**src/rtl/wb_commit_pkg.sv**
```systemverilog
// rtl/wb_commit_pkg.sv - shared defines and package for the wb_commit write-back stage
`ifndef WB_COMMIT_DEFINES
`define WB_COMMIT_DEFINES
`define Reg           32
`define Reg_Addr      5
`define Reg_Num       32
`define Zero_Word     32'h0000_0000
`define Reg_Zero      5'b00000
`define Write_Enable  1'b1
`define Write_Disable 1'b0
`define Read_Enable   1'b1
`define Read_Disable  1'b0
`define Rst_Enable    1'b1
`endif

package wb_commit_pkg;
  localparam int DATA_W  = `Reg;
  localparam int ADDR_W  = `Reg_Addr;
  localparam int REG_NUM = `Reg_Num;
  localparam int CNT_W   = 32;

  // A write from the stage being retired this cycle satisfies a read of the same register.
  function automatic logic addr_hit(input logic                 wreg,
                                    input logic [ADDR_W-1:0]    waddr,
                                    input logic [ADDR_W-1:0]    raddr);
    return (wreg == `Write_Enable) && (waddr == raddr);
  endfunction
endpackage

```
**src/rtl/wb_commit_regfile_2r1w.sv**
```systemverilog
// rtl/wb_commit_regfile_2r1w.sv - 32-entry GPR array with r0 masking and two write-first read ports
module regfile_2r1w
  import wb_commit_pkg::*;
#(
  parameter int DATA_W_P  = DATA_W,
  parameter int ADDR_W_P  = ADDR_W,
  parameter int REG_NUM_P = REG_NUM
) (
  input  logic                clk,
  input  logic                rst,
  input  logic                we,
  input  logic [ADDR_W_P-1:0] waddr,
  input  logic [DATA_W_P-1:0] wdata,
  input  logic                re1,
  input  logic [ADDR_W_P-1:0] raddr1,
  output logic [DATA_W_P-1:0] rdata1,
  input  logic                re2,
  input  logic [ADDR_W_P-1:0] raddr2,
  output logic [DATA_W_P-1:0] rdata2
);

  logic [DATA_W_P-1:0] gpr [REG_NUM_P];

  always_ff @(posedge clk or posedge rst) begin
    if (rst == `Rst_Enable) begin
      for (int i = 0; i < REG_NUM_P; i++) begin
        gpr[i] <= '0;
      end
    end else if ((we == `Write_Enable) && (waddr != '0)) begin
      gpr[waddr] <= wdata;
    end
  end

  always_comb begin
    rdata1 = '0;
    if (rst == `Rst_Enable) begin
      rdata1 = '0;
    end else if (re1 == `Read_Disable) begin
      rdata1 = '0;
    end else if (raddr1 == '0) begin
      rdata1 = '0;
    end else if (addr_hit(we, waddr, raddr1)) begin
      rdata1 = wdata;
    end else begin
      rdata1 = gpr[raddr1];
    end
  end

  always_comb begin
    rdata2 = '0;
    if (rst == `Rst_Enable) begin
      rdata2 = '0;
    end else if (re2 == `Read_Disable) begin
      rdata2 = '0;
    end else if (raddr2 == '0) begin
      rdata2 = '0;
    end else if (addr_hit(we, waddr, raddr2)) begin
      rdata2 = wdata;
    end else begin
      rdata2 = gpr[raddr2];
    end
  end

endmodule

```
**src/rtl/wb_commit.sv**
```systemverilog
// rtl/wb_commit.sv - write-back commit stage: GPRs, HI/LO, LL bit; WB_COMMIT_CNT_EN adds commit_cnt
module wb_commit
  import wb_commit_pkg::*;
(
  input  logic              clk,
  input  logic              rst,
  input  logic [ADDR_W-1:0] wb_wd,
  input  logic              wb_wreg,
  input  logic [DATA_W-1:0] wb_wdata,
  input  logic [DATA_W-1:0] wb_hi,
  input  logic [DATA_W-1:0] wb_lo,
  input  logic              wb_whilo,
  input  logic              wb_llbit_we,
  input  logic              wb_llbit_value,
  input  logic              flush,
  input  logic              re1,
  input  logic [ADDR_W-1:0] raddr1,
  output logic [DATA_W-1:0] rdata1,
  input  logic              re2,
  input  logic [ADDR_W-1:0] raddr2,
  output logic [DATA_W-1:0] rdata2,
  output logic [DATA_W-1:0] hi_o,
  output logic [DATA_W-1:0] lo_o,
  output logic              llbit_o
`ifdef WB_COMMIT_CNT_EN
  ,
  output logic [CNT_W-1:0]  commit_cnt
`endif
);

  logic [DATA_W-1:0] hi_q;
  logic [DATA_W-1:0] lo_q;
  logic              llbit_q;
  logic              llbit_d;

  regfile_2r1w u_regfile (
    .clk    (clk),
    .rst    (rst),
    .we     (wb_wreg),
    .waddr  (wb_wd),
    .wdata  (wb_wdata),
    .re1    (re1),
    .raddr1 (raddr1),
    .rdata1 (rdata1),
    .re2    (re2),
    .raddr2 (raddr2),
    .rdata2 (rdata2)
  );

  // No HI/LO bypass: EX already forwards from MEM/WB.
  always_ff @(posedge clk or posedge rst) begin
    if (rst == `Rst_Enable) begin
      hi_q <= '0;
      lo_q <= '0;
    end else if (wb_whilo == `Write_Enable) begin
      hi_q <= wb_hi;
      lo_q <= wb_lo;
    end
  end

  assign hi_o = hi_q;
  assign lo_o = lo_q;

  // Flush beats a same-cycle SC/LL update so a trapped LL never leaves the link set.
  always_comb begin
    llbit_d = llbit_q;
    if (flush) begin
      llbit_d = 1'b0;
    end else if (wb_llbit_we == `Write_Enable) begin
      llbit_d = wb_llbit_value;
    end
  end

  always_ff @(posedge clk or posedge rst) begin
    if (rst == `Rst_Enable) begin
      llbit_q <= 1'b0;
    end else begin
      llbit_q <= llbit_d;
    end
  end

  assign llbit_o = (rst == `Rst_Enable) ? 1'b0 : llbit_d;

`ifdef WB_COMMIT_CNT_EN
  always_ff @(posedge clk or posedge rst) begin
    if (rst == `Rst_Enable) begin
      commit_cnt <= '0;
    end else if ((wb_wreg == `Write_Enable) && (wb_wd != `Reg_Zero)) begin
      commit_cnt <= commit_cnt + 1'b1;
    end
  end
`endif

endmodule
```
**config.mk**
```make
export PLATFORM = sky130hd
export DESIGN_NAME = wb_commit
export DESIGN_NICKNAME = d
export VERILOG_FILES = /design/src/rtl/wb_commit_pkg.sv /design/src/rtl/wb_commit_regfile_2r1w.sv /design/src/rtl/wb_commit.sv
export SDC_FILE = /design/constraint.sdc
export NUM_CORES = 2
export LEC_CHECK = 0
export CAP_MARGIN = 0
export CORE_UTILIZATION = 35
export DETAILED_ROUTE_END_ITERATION = 8
export GPL_ROUTABILITY_DRIVEN = 0
export SLEW_MARGIN = 0
export SYNTH_ARGS = -nofsm -noshare
export SYNTH_HDL_FRONTEND = slang
export SYNTH_HIERARCHICAL = 1
export SYNTH_SLANG_ARGS = --single-unit
```
**constraint.sdc**
```tcl
create_clock -name clk -period 36 [get_ports clk]
set_clock_uncertainty 0.05 [all_clocks]
set_input_delay 7.2 -clock clk [delete_from_list [all_inputs] [get_ports clk]]
set_output_delay 7.2 -clock clk [all_outputs]
set_load 0.01 [all_outputs]
```
==> results.tsv <==
metric	value	unit
synthesized instance count	4112	
Post-Syn Nets	4232	
clk buf depth	3	
Filler Cells Inserted	15400	
die outline area	169100	um^2
Via Count	38280	
async set-reset flop share out of synthesis	1.000	
CTS Hold Bufs	0	
synthesized cell area	58620	um^2
Pre-antenna DRT Iters	5	
critical path data arrival time	12.21	ns
final setup violation count	0	
Final Power	3.607	mW
most frequent cells after synthesis	dfrtp_1 (1089), mux2_2 (996), mux2i_1 (497)	
gr usage total	0.2315	
critical path peak fanout	63	
number of flops mapped to enable cells by yosys	0	
WHS	0.3445	ns
post-cts resize count	0	
min Tclk post-route	19.46	ns
CTS Buf Count	115	
final net count	4247	
max_slew headroom	0.06717	
Row Count	149	
Synth Area in Compound Gates	0.05487	
Die H	411.3	um
I/O Buffers	248	
Post-CTS Setup Bufs	0	
routed length per placed instance	30.70	um
number of H-tree levels	3	
Cell variety after synth	43	
Hold WC Path Type	register to register	
register area	27250	um^2
grt ovf	0	
DR DRC count	0	
post-synthesis mux area share	0.4149	
initial DRC count	3265	
prevailing post-synth register cell	dfrtp_1	
CP endpoint kind	output port	
Clock Latency Late Sink	0.73	ns
Post-Syn Area per Cell	14.26	um^2
Synth Area in Adders	0	
CTS tree	built	
unrepaired setup endpoints after global routing	false	
largest family of logic cells by synthesized area	multiplexers	
Worst VDD drop	0.04206	mV
final hold vios	0	
max-slew violation count	0	
critical path type	input pin to output port	
Synth area leaders	dfrtp_1 (46%), mux2_2 (19%), mux4_2 (12%)	
CP required	28.75	ns
Place WS	16.49	ns
Reg clk slew, reported paths	0.06	ns
post-synth top area share	0.4648	
antenna-violating nets left	0	
fmax	51.39	MHz
status	completed	
via/cell ratio	5.966	
Area Growth Syn to Fin	13.69	%
simple logic cell fraction of the synthesized area	0.02200	
number of antenna violations at the first check in global routing	10	
pin count of the biggest net entering global routing	156	
pwr/cell area	54.12	nW/um^2
sequential area share after synthesis	0.4648	
Starting Density	0.3541	
final setup margin	16.54	ns
register bit total from synthesis	1089	
setup TNS	0	ns
multi-input logic area	29180	um^2
cell accounting for the most synthesized area	dfrtp_1	
most common cell in the netlist	dfrtp_1	
CP startpoint kind	input pin	
share of post-route cells with drive strength above 1	0.4127	
total of max-cap violations	0	
Root Driver	clkbuf_16	
xor and xnor area share after synthesis	0.001494	
I/O pin cnt	249	
Clock Sinks	1089	
Leakage	28.81	nW
Syn. warnings	6	
worst-margin pin slew	1.394	ns
final core utilization	0.4026	
vias in the first global route	39400	
final wirelength	197000	um
dpl hpwl	113700	um
Final Cycle Share	0.5406	
core area	165500	um^2
first-pass GRT wire length	287500	um
Die Span X	411.3	um
-- stage by stage --
step	instance area (um^2)	instances
after floorplan	58630	4112
after global placement	62600	6199
after detailed placement	62600	6199
after CTS	66640	6415
after global routing	66640	6416
final	66650	6417
-- final cells by class --
class                      count  area share
inverter                       2   0.0001690
multi-input combinational   2554      0.4379
timing repair buffer         365     0.05129
sequential                  1089      0.4089
clock buffer                 171     0.05129
antenna                        2  0.00007509
clock inverter                45    0.009312
tap                         2189     0.04110
-- cells in the final DEF, fill, tap and decap left out, types with 20 or more instances in the layout --
master and count:
mux2_4 60, clkbuf_8 37, clkinv_2 22, a22oi_1 38, dfrtp_1 1089, clkbuf_1 23, mux2_2 996, o211ai_1 23
o22ai_1 138, mux4_2 314, mux2i_1 497, nor3_1 66, o221a_1 64, nor2b_1 68, a211oi_1 64, clkbuf_16 115
o21ai_0 23, nor2_1 25, o221ai_1 57, clkdlybuf4s50_1 237, nand2_1 20, buf_4 116
-- worst max-delay path, cell delays in order --
cell and delay, ns:
buf_8 0.44, buf_4 0.78, buf_4 0.82, buf_4 0.72
mux4_2 0.58, nor2b_1 0.14, a211oi_1 0.28, nor3_1 0.09
o221a_1 0.41, clkdlybuf4s50_1 0.55
-- power breakdown --
group	total (mW)	internal (mW)	switching [mW]	leakage [nW]
Sequential	1.61	1.45	0.164	13.9
Combinational	0.722	0.418	0.304	12.9
Clock	1.27	0.743	0.527	1.99
-- final timing paths --
check	depth (start not counted)	slack [ns]	startpoint	end
worst max-delay path	10	16.54	raddr1[0]	rdata1[19]
worst min-delay path	0	0.34	u_regfile/gpr[1015]	u_regfile/gpr[1015]
worst max register to register	1	35.09	lo_o[21]	lo_o[21]
worst min register to register	0	0.34	u_regfile/gpr[1015]	u_regfile/gpr[1015]
max in group asynchronous	5	26.43	rst	u_regfile/gpr[410]
min in group asynchronous	2	7.00	rst	lo_o[8]
-- metal layers --
metal	global-route usage	routed length [um]	vias up
met5	0	15	-
met4	0.08858	7556	4
met3	0.03437	11920	374
met2	0.3729	93280	1355
met1	0.3144	84250	20730
li1	-	-	15830
-- state kept, by name, indices dropped and copies added (netlist names) --
name and cells:
u_regfile/gpr 1024, llbit_q 1, hi_o 32, lo_o 32
-- kinds of logic after synthesis --
logic type / Yosys count
compound gates: 423
buf+inv: 469
mux: 1873
simple gates: 248
xor+xnor: 10
flops: 1089
Note: power is estimated with default switching activity, not from simulation.
